[src/rtl/seq_detect_arbiter_if.sv]
// seq_detect_arbiter_if: request/grant/result bundle between the requesting
// channels (master) and the shared-detector arbiter (slave).
interface seq_detect_arbiter_if #(
    parameter int NCH   = 4,
    parameter int CNT_W = 5
);
    logic [NCH-1:0]   req;
    logic [NCH-1:0]   bit_in;
    logic [NCH-1:0]   gnt;
    logic             busy;
    logic             done;
    logic [2:0]       done_ch;
    logic [CNT_W-1:0] match_cnt;

    modport master (
        output req, bit_in,
        input  gnt, busy, done, done_ch, match_cnt
    );

    modport slave (
        input  req, bit_in,
        output gnt, busy, done, done_ch, match_cnt
    );
endinterface

[src/rtl/seq_detect_arbiter.sv]
// seq_detect_arbiter: time-shares one external bit-serial Moore detector among
// NCH serial channels. One frame per grant: clear the detector, stream
// FRAME_LEN bits from the owner, count det_y highs (saturating), report.
// Optional: define SEQ_ARB_FIXED_PRI_EN for lowest-index-wins arbitration
// (no round-robin pointer); default build is round-robin.

// Per-channel data steering: a lane forwards its serial bit only while it
// holds the grant and the frame is streaming.
module seq_detect_arbiter_lane (
    input  logic en,
    input  logic gnt,
    input  logic bit_in,
    output logic x
);
    assign x = en & gnt & bit_in;
endmodule

module seq_detect_arbiter #(
    parameter int NCH       = 4,
    parameter int FRAME_LEN = 16,
    parameter int CNT_W     = 5
) (
    input  logic                 clk,
    input  logic                 rst,
    seq_detect_arbiter_if.slave  bus,
    output logic                 det_clr,
    output logic                 det_x,
    input  logic                 det_y
);
    localparam int CH_W  = 3;
    localparam int IDX_W = 8;

    typedef enum logic [2:0] {
        S_IDLE,
        S_CLR,
        S_STREAM,
        S_DRAIN,
        S_DONE
    } state_t;

    state_t           state;
    logic [NCH-1:0]   gnt_q;
    logic [CH_W-1:0]  owner;
    logic [IDX_W-1:0] idx;
    logic [CNT_W-1:0] cnt;
    logic [CNT_W-1:0] cnt_nxt;
    logic             done_q;
    logic [CH_W-1:0]  done_ch_q;
    logic [CNT_W-1:0] match_q;
    logic             pick_vld;
    logic [CH_W-1:0]  pick_ch;
    logic [NCH-1:0]   lane_x;
    logic             stream_en;

`ifdef SEQ_ARB_FIXED_PRI_EN
    // Fixed priority: lowest-index requester wins (descending scan, last hit kept).
    always_comb begin
        pick_vld = 1'b0;
        pick_ch  = '0;
        for (int c = NCH - 1; c >= 0; c--) begin
            if (bus.req[c]) begin
                pick_vld = 1'b1;
                pick_ch  = CH_W'(c);
            end
        end
    end
`else
    logic [CH_W-1:0] ptr;

    // Round-robin: first requester at or above ptr with wrap. Offsets are scanned
    // high to low so the smallest offset overrides; channel selection compares
    // against ptr so every bit select stays constant.
    always_comb begin
        pick_vld = 1'b0;
        pick_ch  = '0;
        for (int off = NCH - 1; off >= 0; off--) begin
            for (int c = 0; c < NCH; c++) begin
                if (bus.req[c] && (ptr == CH_W'((c + NCH - off) % NCH))) begin
                    pick_vld = 1'b1;
                    pick_ch  = CH_W'(c);
                end
            end
        end
    end
`endif

    // Saturating match count; det_y only advances it when not already full.
    assign cnt_nxt = (det_y && (cnt != {CNT_W{1'b1}})) ? cnt + 1'b1 : cnt;

    // Detector stays cleared through reset and during the CLR slot.
    assign det_clr   = rst | (state == S_CLR);
    assign stream_en = (state == S_STREAM) & ~rst;

    // Lane array: only the granted lane can drive the detector input.
    for (genvar g = 0; g < NCH; g++) begin : g_lane
        seq_detect_arbiter_lane u_lane (
            .en     (stream_en),
            .gnt    (gnt_q[g]),
            .bit_in (bus.bit_in[g]),
            .x      (lane_x[g])
        );
    end

    assign det_x         = |lane_x;
    assign bus.gnt       = gnt_q;
    assign bus.busy      = (state != S_IDLE);
    assign bus.done      = done_q;
    assign bus.done_ch   = done_ch_q;
    assign bus.match_cnt = match_q;

    // Frame FSM: arbitrate in IDLE, then CLR -> STREAM x FRAME_LEN -> DRAIN -> DONE.
    always_ff @(posedge clk) begin
        if (rst) begin
            state     <= S_IDLE;
            gnt_q     <= '0;
            owner     <= '0;
            idx       <= '0;
            cnt       <= '0;
            done_q    <= 1'b0;
            done_ch_q <= '0;
            match_q   <= '0;
`ifndef SEQ_ARB_FIXED_PRI_EN
            ptr       <= '0;
`endif
        end else begin
            done_q <= 1'b0;
            case (state)
                S_IDLE: begin
                    if (pick_vld) begin
                        gnt_q <= {{(NCH-1){1'b0}}, 1'b1} << pick_ch;
                        owner <= pick_ch;
                        state <= S_CLR;
`ifndef SEQ_ARB_FIXED_PRI_EN
                        ptr   <= (pick_ch == CH_W'(NCH - 1)) ? '0 : pick_ch + 1'b1;
`endif
                    end
                end
                S_CLR: begin
                    cnt   <= '0;
                    idx   <= '0;
                    state <= S_STREAM;
                end
                S_STREAM: begin
                    // det_y lags det_x by one cycle, so the first stream cycle is skipped.
                    if (idx != '0) cnt <= cnt_nxt;
                    if (idx == IDX_W'(FRAME_LEN - 1)) state <= S_DRAIN;
                    else                              idx   <= idx + 1'b1;
                end
                S_DRAIN: begin
                    // Last sample is the detector's answer for the final streamed bit.
                    cnt       <= cnt_nxt;
                    match_q   <= cnt_nxt;
                    done_ch_q <= owner;
                    done_q    <= 1'b1;
                    gnt_q     <= '0;
                    state     <= S_DONE;
                end
                S_DONE: begin
                    state <= S_IDLE;
                end
                default: begin
                    state <= S_IDLE;
                end
            endcase
        end
    end
endmodule

[src/flat_wrapper.sv]
// flat-port wrapper written by rule: the top's interface ports become plain ports
module seq_detect_arbiter_flat 
#(
    parameter int NCH       = 4,
    parameter int FRAME_LEN = 16,
    parameter int CNT_W     = 5
)
  (clk, rst, det_clr, det_x, det_y, bus_req, bus_bit_in, bus_gnt, bus_busy, bus_done, bus_done_ch, bus_match_cnt);
  seq_detect_arbiter_if #(.NCH(NCH), .CNT_W(CNT_W)) bus_i ();
  input  logic clk;
  input  logic rst;
  output logic det_clr;
  output logic det_x;
  input  logic det_y;
  input wire logic [$bits(bus_i.req)-1:0] bus_req;
  input wire logic [$bits(bus_i.bit_in)-1:0] bus_bit_in;
  output wire logic [$bits(bus_i.gnt)-1:0] bus_gnt;
  output wire logic [$bits(bus_i.busy)-1:0] bus_busy;
  output wire logic [$bits(bus_i.done)-1:0] bus_done;
  output wire logic [$bits(bus_i.done_ch)-1:0] bus_done_ch;
  output wire logic [$bits(bus_i.match_cnt)-1:0] bus_match_cnt;
  assign bus_i.req = bus_req;
  assign bus_i.bit_in = bus_bit_in;
  assign bus_gnt = bus_i.gnt;
  assign bus_busy = bus_i.busy;
  assign bus_done = bus_i.done;
  assign bus_done_ch = bus_i.done_ch;
  assign bus_match_cnt = bus_i.match_cnt;
  seq_detect_arbiter #(.NCH(NCH), .FRAME_LEN(FRAME_LEN), .CNT_W(CNT_W)) u_core (.clk(clk), .rst(rst), .bus(bus_i), .det_clr(det_clr), .det_x(det_x), .det_y(det_y));
endmodule
[config.mk]
export PLATFORM = sky130hd
export DESIGN_NAME = seq_detect_arbiter_flat
export DESIGN_NICKNAME = d
export VERILOG_FILES = /design/src/rtl/seq_detect_arbiter_if.sv /design/src/rtl/seq_detect_arbiter.sv /design/src/flat_wrapper.sv
export SDC_FILE = /design/constraint.sdc
export NUM_CORES = 1
export LEC_CHECK = 0
export CAP_MARGIN = 20
export CORE_ASPECT_RATIO = 0.7
export CORE_MARGIN = 2
export CORE_UTILIZATION = 50
export CTS_BUF_LIST = sky130_fd_sc_hd__clkbuf_16
export DETAILED_ROUTE_END_ITERATION = 16
export DONT_BUFFER_PORTS = 1
export GPL_TIMING_DRIVEN = 1
export HOLD_SLACK_MARGIN = 0.1
export RECOVER_POWER = 100
export SYNTH_ARGS = -nofsm -noshare
export SYNTH_HDL_FRONTEND = slang
export SYNTH_SLANG_ARGS = --single-unit
[constraint.sdc]
create_clock -name clk -period 5.5 [get_ports clk]
set_input_delay 0.275 -clock clk [delete_from_list [all_inputs] [get_ports clk]]
set_output_delay 0.275 -clock clk [all_outputs]
set_load 0.01 [all_outputs]
==> flow_metrics.env <==
export IMPL_dr_pass1_iters=4
export IMPL_timing_final_ws_setup_ns=3.40
export IMPL_syn_inst=203
export IMPL_die_h_um=52.6
export IMPL_rrSetupSlack_ns=3.40
export IMPL_crit_end="u_core.ptr[1]"
export IMPL_worstSetupStartpoint="u_core.ptr[0]"
export IMPL_final_period_utilization=0.382
export IMPL_worstSetupPathType="reg2reg"
export IMPL_mostFrequentLayoutCells="dfxtp_1 (32), nand2_1 (19), nor2_1 (18), a21oi_1 (16)"
export IMPL_status="finished, final reports clean"
export IMPL_setup_tns_final_ns=0
export IMPL_ctsResizeCount=0
export IMPL_antenna_left=0
export IMPL_worstReg2RegEnd="u_core.ptr[1]"
export IMPL_cts_buffer_depth=2
export IMPL_grt_max_degree=22
export IMPL_cts_root_buf="clkbuf_16"
export IMPL_synth_async_sr_flop_share=0
export IMPL_tightest_slew_ns=0.824
export IMPL_synth_seq_cells=32
export IMPL_finalMaxSlewViolations=0
export IMPL_placed_area_um2=1650
export IMPL_cts_num_sinks=32
export IMPL_core_area_um2=3190
export IMPL_mostFrequentLayoutCell="dfxtp_1"
export IMPL_grt_pass1_wl_um=6000
export IMPL_diodes=0
export IMPL_ys_top_cells_by_area="dfxtp_1 (38%), ha_1 (5.9%), a21oi_1 (4.7%)"
export IMPL_clk_latency_ns=0.28
export IMPL_grt_usage=0.211
export IMPL_crit_arrival_ns=2.29
export IMPL_dpl_hpwl_um=2600
export IMPL_finalCriticalPeriod_ns=2.10
export IMPL_clock_skew_ns=0.00285
export IMPL_drc=0
export IMPL_worst_setup_path_end_kind="flop"
export IMPL_yosys_warnings=0
export IMPL_numPortBuffers=0
export IMPL_dieArea_um2=3860
export IMPL_wirelength_um=3570
export IMPL_r2r_start="u_core.ptr[0]"
export IMPL_htreeDepth=2
export IMPL_cts_clk_slew_worst_paths_ns=0.05
export IMPL_drive_gt1_frac=0.0404
export IMPL_overflow=0
export IMPL_synthDistinctLibCells=44
export IMPL_p_leak_nw=0.661
export IMPL_finalHoldViolCount=0
export IMPL_nets=216
export IMPL_start_kind="flop"
export IMPL_die_w_um=73.4
export IMPL_synth_top_area_cell="dfxtp_1"
export IMPL_cp_max_fo=5
export IMPL_grt_pass1_vias=1308
export IMPL_power_density_nw_per_um2=427
export IMPL_final_core_util=0.566
export IMPL_gp_congestion=0.741
export IMPL_boundaryPins=27
export IMPL_wire_per_inst_um=15.1
export IMPL_crit_required_ns=5.68
export IMPL_cts_tree="built"
export IMPL_setup_violations=0
export IMPL_antenna_found_initial=0
export IMPL_synth_edf_count=0
export IMPL_avgSynthCellArea_um2=8.31
export IMPL_cap_violations=0
export IMPL_rsz0062_at_grt="false"
export IMPL_synthesis_area_um2=1690
export IMPL_relSlewSlack=0.449
export IMPL_vias=1400
export IMPL_rows=17
export IMPL_viasPerCell=5.93
export IMPL_ys_seq_area_frac=0.380
export IMPL_final_fill_count=299
export IMPL_area_growth_pct=7.04
export IMPL_ys_flop_type="dfxtp_1"
export IMPL_design_area_um2=1810
export IMPL_synth_top_area_share=0.380
export IMPL_hp_class="in2reg"
export IMPL_cts_made_buffers=5
export IMPL_initial_core_util=0.529
export IMPL_syn_num_nets=222
export IMPL_dp_slack_ns=3.46
export IMPL_hold_ws_ns=0.111
export IMPL_fmax_mhz=476
export IMPL_reg2reg_depth=6
export IMPL_drt_initial_drc_count=54
export IMPL_vdd_drop_max_mv=0.240
==> critical path: stages (launching register included) <==
cell	delay, ns
dfxtp_1	0.34
nor2b_1	0.07
a21o_1	0.15
a221oi_1	0.70
inv_1	0.17
ha_1	0.38
a211oi_1	0.21
==> worst min path at each step <==
| stage | startpoint | slack, ns | cells after the start | end |
|---|---|---|---|---|
| floorplan | u_core.owner[0] | 0.43 | 2 | u_core.bus.done_ch[0] |
| global placement | rst | 0.35 | 1 | u_core.bus.gnt[2] |
| detailed placement | rst | 0.35 | 1 | u_core.bus.gnt[0] |
| CTS | rst | 0.11 | 1 | u_core.cnt[3] |
| global route | rst | 0.11 | 1 | u_core.cnt[3] |
| finish | rst | 0.11 | 1 | u_core.cnt[3] |
==> layout make-up <==
| cell class | instances | area (um^2) | area share |
|---|---|---|---|
| Clock buffer | 5 | 125 | 0.0693 |
| Clock inverter | 3 | 37.5 | 0.0208 |
| Inverter | 11 | 41.3 | 0.0229 |
| Multi-Input combinational cell | 146 | 905 | 0.501 |
| Sequential cell | 32 | 641 | 0.355 |
| Tap cell | 38 | 47.5 | 0.0263 |
| Timing Repair Buffer | 1 | 10.0 | 0.00554 |
==> synthesized netlist by cell type, drive strengths merged, types with 2 or more instances <==
cell / n
nand3b: 3
dfxtp: 32
nand2: 19
o21ai: 5
nor4: 4
or4: 2
a22o: 2
a21o: 2
o31ai: 2
nor3: 5
or2: 2
a31oi: 2
inv: 11
a211oi: 8
a221oi: 2
or3: 3
ha: 8
xnor2: 6
nand3: 11
nand2b: 4
and3: 3
buf: 8
a21oi: 16
a32o: 2
clkbuf: 6
nor2b: 5
o2111ai: 2
nor2: 18
==> metrics by stage <==
stage               total power [mW]  std cells
detailed placement             0.471        227
floorplan                      0.454        203
finish                         0.772        236
global placement               0.463        227
CTS                            0.780        236
global route                   0.818        236
==> sequential cells by signal, indices dropped and copies added, names as in the netlist, 2 cells and up <==
register	count
u_core.bus.gnt	4
u_core.idx	8
u_core.bus.match_cnt	5
u_core.bus.done_ch	2
u_core.state	3
u_core.cnt	5
u_core.owner	2
u_core.ptr	2
==> per-layer routing <==
layer	GRT usage	vias to the layer above	wire length (um)
li1	-	706	-
met1	0.283	641	1780
met4	0.106	0	102
met3	0.0750	13	178
met5	0	-	0
met2	0.295	40	1510
==> power by group <==
| group | internal (mW) | switching [mW] | leakage, nW |
|---|---|---|---|
| Sequential | 0.260 | 0.0410 | 0.260 |
| Combinational | 0.0629 | 0.103 | 0.322 |
| Clock | 0.210 | 0.0953 | 0.0789 |
| Total | 0.533 | 0.239 | 0.661 |
==> cells by family after synthesis <==
logic type      share of synthesized area
fa+ha+maj                          0.0593
flops                               0.380
compound gates                      0.190
other cells                       0.00222
xor+xnor                           0.0363
simple gates                        0.255
buf+inv                            0.0778
==> what timing repair did <==
action	CTS	global route
hold buffers	1	0
buffers inserted	0	0
endpoints found under the hold margin	21	0
endpoints found under the setup margin	0	0
(Power assumes the default switching activity.)
